[src/rtl/logic_pipe_pkg.sv]
// Shared definitions for logic_pipe: operation encoding and the single-lane gate
// evaluation that the datapath replicates across every bit of the operands.
package logic_pipe_pkg;

  typedef enum logic [1:0] {
    LP_AND  = 2'd0,
    LP_OR   = 2'd1,
    LP_XOR  = 2'd2,
    LP_NAND = 2'd3
  } lp_op_e;

  localparam int LP_OP_W = 2;

  // One lane of the unit; the top applies it to each bit position independently.
  function automatic logic lp_eval(lp_op_e op, logic a, logic b);
    logic r;
    case (op)
      LP_OR:   r = a | b;
      LP_XOR:  r = a ^ b;
      LP_NAND: r = ~(a & b);
      default: r = a & b;
    endcase
    return r;
  endfunction

endpackage

[src/rtl/logic_pipe_stage.sv]
// Generic elastic pipeline register: one slot, valid/ready on both sides, the
// upstream ready is combinational so a full stage still moves one beat per cycle.
module logic_pipe_stage #(
  parameter int DATA_W = 8
) (
  input  logic              clk,
  input  logic              rst,
  input  logic              in_valid,
  output logic              in_ready,
  input  logic [DATA_W-1:0] in_data,
  output logic              out_valid,
  input  logic              out_ready,
  output logic [DATA_W-1:0] out_data
);

  logic              valid_q, valid_d;
  logic [DATA_W-1:0] data_q, data_d;

  // The slot can take a new beat when empty or when its current beat leaves now.
  assign in_ready = !valid_q || out_ready;

  // NOTE: every next-state signal gets its hold value first, so no path through
  // this block leaves a variable unassigned and no latch is inferred.
  always_comb begin
    valid_d = valid_q;
    data_d  = data_q;
    if (in_ready) begin
      valid_d = in_valid;
      if (in_valid) begin
        data_d = in_data;
      end
    end
  end

  // NOTE: state uses non-blocking assignments so all flops update together at
  // the edge. The payload is reset as well as the valid bit because the
  // downstream outputs must read zero after reset, not just be flagged invalid.
  always_ff @(posedge clk) begin
    if (rst) begin
      valid_q <= 1'b0;
      data_q  <= '0;
    end else begin
      valid_q <= valid_d;
      data_q  <= data_d;
    end
  end

  assign out_valid = valid_q;
  assign out_data  = data_q;

endmodule

[src/rtl/logic_pipe.sv]
// logic_pipe: two-stage elastic bitwise logic unit (AND/OR/XOR/NAND) with a sequence tag.
// Optional feature: define LOGIC_PIPE_POPCNT_EN to add the out_popcnt result port.
module logic_pipe
  import logic_pipe_pkg::*;
#(
  parameter int WIDTH = 8,
  parameter int TAG_W = 4
) (
  input  logic             clk,
  input  logic             rst,
  input  logic             in_valid,
  output logic             in_ready,
  input  logic [WIDTH-1:0] in_a,
  input  logic [WIDTH-1:0] in_b,
  input  logic [1:0]       in_op,
  output logic             out_valid,
  input  logic             out_ready,
  output logic [WIDTH-1:0] out_result,
  output logic             out_zero,
  output logic             out_ones,
`ifdef LOGIC_PIPE_POPCNT_EN
  output logic [$clog2(WIDTH+1)-1:0] out_popcnt,
`endif
  output logic [TAG_W-1:0] out_tag
);

`ifdef LOGIC_PIPE_POPCNT_EN
  localparam int PC_W = $clog2(WIDTH+1);
`endif

  typedef struct packed {
    logic [WIDTH-1:0] a;
    logic [WIDTH-1:0] b;
    lp_op_e           op;
    logic [TAG_W-1:0] tag;
  } s1_t;

  typedef struct packed {
    logic [WIDTH-1:0] result;
    logic             zero;
    logic             ones;
    logic [TAG_W-1:0] tag;
`ifdef LOGIC_PIPE_POPCNT_EN
    logic [PC_W-1:0]  popcnt;
`endif
  } s2_t;

  logic             s1_ready, s1_valid, s2_ready, s2_valid;
  logic             in_fire;
  s1_t              s1_in, s1_out;
  s2_t              s2_in, s2_out;
  logic [WIDTH-1:0] res;
  logic [TAG_W-1:0] tag_q, tag_d;

  // Reset masks ready so nothing offered during reset is counted as accepted.
  assign in_ready = s1_ready && !rst;
  assign in_fire  = in_valid && in_ready;

  assign s1_in = '{a: in_a, b: in_b, op: lp_op_e'(in_op), tag: tag_q};

  assign tag_d = in_fire ? tag_q + TAG_W'(1) : tag_q;

  always_ff @(posedge clk) begin
    if (rst) begin
      tag_q <= '0;
    end else begin
      tag_q <= tag_d;
    end
  end

  logic_pipe_stage #(.DATA_W($bits(s1_t))) u_s1 (
    .clk       (clk),
    .rst       (rst),
    .in_valid  (in_fire),
    .in_ready  (s1_ready),
    .in_data   (s1_in),
    .out_valid (s1_valid),
    .out_ready (s2_ready),
    .out_data  (s1_out)
  );

  always_comb begin
    res = '0;
    for (int i = 0; i < WIDTH; i++) begin
      res[i] = lp_eval(s1_out.op, s1_out.a[i], s1_out.b[i]);
    end
  end

`ifdef LOGIC_PIPE_POPCNT_EN
  logic [PC_W-1:0] popcnt;

  always_comb begin
    popcnt = '0;
    for (int i = 0; i < WIDTH; i++) begin
      popcnt = popcnt + PC_W'(res[i]);
    end
  end
`endif

  always_comb begin
    s2_in        = '0;
    s2_in.result = res;
    s2_in.zero   = (res == '0);
    s2_in.ones   = &res;
    s2_in.tag    = s1_out.tag;
`ifdef LOGIC_PIPE_POPCNT_EN
    s2_in.popcnt = popcnt;
`endif
  end

  logic_pipe_stage #(.DATA_W($bits(s2_t))) u_s2 (
    .clk       (clk),
    .rst       (rst),
    .in_valid  (s1_valid),
    .in_ready  (s2_ready),
    .in_data   (s2_in),
    .out_valid (s2_valid),
    .out_ready (out_ready),
    .out_data  (s2_out)
  );

  assign out_valid  = s2_valid;
  assign out_result = s2_out.result;
  assign out_zero   = s2_out.zero;
  assign out_ones   = s2_out.ones;
  assign out_tag    = s2_out.tag;
`ifdef LOGIC_PIPE_POPCNT_EN
  assign out_popcnt = s2_out.popcnt;
`endif

endmodule

[config.mk]
export PLATFORM = sky130hd
export DESIGN_NAME = logic_pipe
export DESIGN_NICKNAME = d
export VERILOG_FILES = /design/src/rtl/logic_pipe_pkg.sv /design/src/rtl/logic_pipe_stage.sv /design/src/rtl/logic_pipe.sv
export SDC_FILE = /design/constraint.sdc
export NUM_CORES = 1
export LEC_CHECK = 0
export ABC_CLOCK_PERIOD_IN_PS = 2100
export BUFFER_PORTS_ARGS = -buffer_cell sky130_fd_sc_hd__buf_4
export CORE_ASPECT_RATIO = 0.7
export CORE_MARGIN = 8
export CORE_UTILIZATION = 30
export DETAILED_ROUTE_END_ITERATION = 10
export GPL_TIMING_DRIVEN = 0
export PLACE_DENSITY = 0.59
export REMOVE_ABC_BUFFERS = 1
export SLEW_MARGIN = 20
export SYNTH_ARGS = -nofsm -noshare
export SYNTH_HDL_FRONTEND = slang
export SYNTH_SLANG_ARGS = --single-unit
[constraint.sdc]
create_clock -name clk -period 2.1 [get_ports clk]
set_clock_uncertainty 0.05 [all_clocks]
set_input_delay 0.105 -clock clk [delete_from_list [all_inputs] [get_ports clk]]
set_output_delay 0.105 -clock clk [all_outputs]
set_load 0.03 [all_outputs]
==> summary.md <==
| Metric | Value |
|---|---|
| Status | complete, no violations |
| Post-Syn Instances | 233 |
| Post-synthesis sequential area ratio | 0.412 |
| 1st-iter DRT viols | 69 |
| Via/cell ratio | 4.40 |
| Worst path required time | 2260 ps |
| Pin count of the biggest net entering global routing | 44 |
| Top cells by area, synth | dfxtp_1, ha_1, nand2_1 |
| Buffers added on ports | 37 |
| Routed length per instance | 12.1 µm |
| Number of synthesized flops with an enable pin | 0 |
| Crit Path Max Fanout | 17 |
| Fillcell total | 695 |
| Synth unique cells | 25 |
| Peak supply drop | 0.298 mV |
| Fmax | 0.531 GHz |
| RR Startpoint | u_s1.out_data[5] |
| Final instance area | 0.00264 mm² |
| Critical path data arrival time | 2040 ps |
| Highest metal used | met4 |
| Initial antenna violation count | 0 |
| Synth Area in Compound Gates | 0.118 |
| Post-Synth Simple-Gate Area | 0.159 |
| Most numerous cell in the Yosys netlist | nand2_1 |
| Fraction of the mapped netlist area in adder cells | 0.104 |
| RSZ-0062 raised after global routing | false |
| Sw power | 450 µW |
| Startpoint Class | flop |
| Ports | 38 |
| Sw Ratio | 0.256 |
| Final worst path period share | 0.896 |
| Syn Std Cell Area | 0.00204 mm² |
| Residual DRC | 0 |
| Clk network pwr share | 0.343 |
| Pins Over Slew Limit | 0 |
| Final setup fails | 0 |
| Met2 routed WL | 1910 µm |
| Vias | 1,651 |
| Die area | 0.00974 mm² |
| Placed cell area | 0.00235 mm² |
| Pint | 1.31 mW |
| Clock root cell | clkbuf_8 |
| Synth Flop Type | dfxtp_1 |
| Number of max-cap violations | 0 |
| ANT cells | 0 |
| Final Hold Viols | 0 |
| Flop pwr share | 0.497 |
| Min Tclk post-route | 1880 ps |
| DIE HEIGHT | 85.0 µm |
| Multiplexer area fraction after synthesis | 0.123 |
| Combinational share of power | 0.160 |
| Crit Path Class | flop to flop |
| Num rows | 25 |
| Clk_lat worst skew | 290 ps |
| WL final | 4530 µm |
| Clock slew seen by the registers of the worst setup and hold paths | 80 ps |
| Post-synthesis xor/xnor area fraction | 0.00858 |
| Clock buffer depth | 2 |
| Starting density of the core | 0.306 |
| Final Power | 1.76 mW |
| Largest family of logic cells by synthesized area | simple AND/OR/NAND/NOR gates |
| Average cell area after synthesis | 8.76 µm² |
| Total routing usage reported by global routing | 0.0986 |
| Worst Setup SP | u_s1.out_data[5] |
| Hold crit path type | input pin to flop |
| Flop and latch count out of synthesis | 42 |
| Routed metal-1 wirelength | 2270 µm |
| Global-route wire length before repair | 7670 µm |
| Slew headroom | 0.390 |
| Total core area | 0.00666 mm² |
| CTS tree | done |
| Async set-reset flop share out of synthesis | 0 |
| Share of cells above drive strength 1 | 0.196 |
| Nets | 319 |
| Clock Sinks | 42 |
| H-tree depth | 2 |
| Die width | 115 µm |
| GP Congestion | 0.735 |
| First-pass DRT Iterations | 4 |
| Hold path startpoint | in_valid |
| Worst Tran Pin Value | 913 ps |
| Crit. End Element | flop |
| DP HPWL | 3170 µm |
| Syn-to-layout area delta | 29.4% |
| Remaining Overflow, GRT | 0 |
| Synth top area share | 0.412 |
| LEAKAGE | 1.09 nW |
| Synthesis warning total | 0 |
| Synth area leader | dfxtp_1 |
| Most frequent cells after synthesis | nand2_1, dfxtp_1, inv_1, o31ai_1 |
| Clock buffer count from CTS | 5 |
| PwrDens | 666 mW/mm² |
| Vias in the first global route | 1,599 |
| Post-route antenna net violation count | 0 |
| Routed wl met3 | 271 µm |
area by class of cell:
cell class                 count  area [µm²]  share of cell area
tap                           94         118              0.0445
multi-input combinational    158        1050               0.396
sequential                    42         842               0.319
inverter                      18        67.6              0.0256
clock buffer                   8         110              0.0417
timing repair buffer          55         458               0.173
metal layers:
metal / track usage / vias to the layer above
li1: - / 880
met1: 0.123 / 733
met2: 0.148 / 31
met3: 0.0347 / 7
met4: 0.0433 / 0
met5: 0 / -
critical path, cell delays in order, from the launching register on:
cell	delay, ps
dfxtp_2	610
mux2i_1	240
mux2i_1	140
or4_1	520
o31ai_1	240
power groups by stage:
stage          combinational [mW]  clock [mW]  sequential [mW]
2_1_floorplan               0.148           0            0.901
3_3_place_gp                0.252           0            0.891
3_5_place_dp                0.258           0            0.894
4_1_cts                     0.286       0.631            0.875
5_1_grt                     0.317       0.659            0.881
6_report                    0.281       0.604            0.875
logic make-up after synthesis:
| kind of cell | after synthesis |
|---|---|
| AO/OA/AOI/OAI | 39 |
| AND/OR/NAND/NOR | 76 |
| XOR/XNOR | 2 |
| flip-flops | 42 |
| multiplexers | 24 |
| buffers and inverters | 33 |
| adder cells (fa/ha/maj) | 17 |
placed cells by master (no fill, tap or decap), types with 2 or more instances in the layout:
master,count
nand2_1,55
dfxtp_1,41
buf_4,37
inv_1,18
o31ai_1,18
dlygate4sd3_1,18
a21oi_1,17
ha_1,17
mux2i_1,16
mux2_2,8
clkbuf_8,8
nand3_1,6
nor2_1,4
o21ai_0,4
nand4_1,3
nor2b_1,2
or4_1,2
worst paths after layout:
kind	endpoint	slack [ps]	cells past startpoint
worst max-delay path	u_s2.out_data[5]	220	4
worst min-delay path	u_s1.out_valid	30	3
worst max register to register	u_s2.out_data[5]	220	4
worst min register to register	u_s1.out_data[3]	410	2
through the flow:
stage / setup slack (ps) / cells / utilization / hold WS, ps / setup TNS, ps
5_1_grt: 77.4 / 375 / 0.396 / 25.1 / 0
3_3_place_gp: -273 / 349 / 0.352 / 249 / -5160
6_report: 218 / 375 / 0.396 / 31.4 / 0
3_5_place_dp: -92.2 / 349 / 0.353 / 251 / -92.2
4_1_cts: 189 / 375 / 0.396 / 21.4 / 0
2_1_floorplan: 178 / 218 / - / 124 / 0
sequential cells by signal, summed over array words and instances, names as in the netlist:
signal / cells
u_s1.out_data: 22
u_s1.out_valid: 1
tag_q: 4
u_s2.out_data: 14
u_s2.out_valid: 1
repair_timing:
action / 4_1_cts / 5_1_grt
hold endpoints to repair: 18 / 0
setup buffers: 0 / 0
resized for setup: 1 / 0
setup endpoints to repair: 1 / 0
hold buffers: 18 / 0
Power figures use the tool's default switching activity.
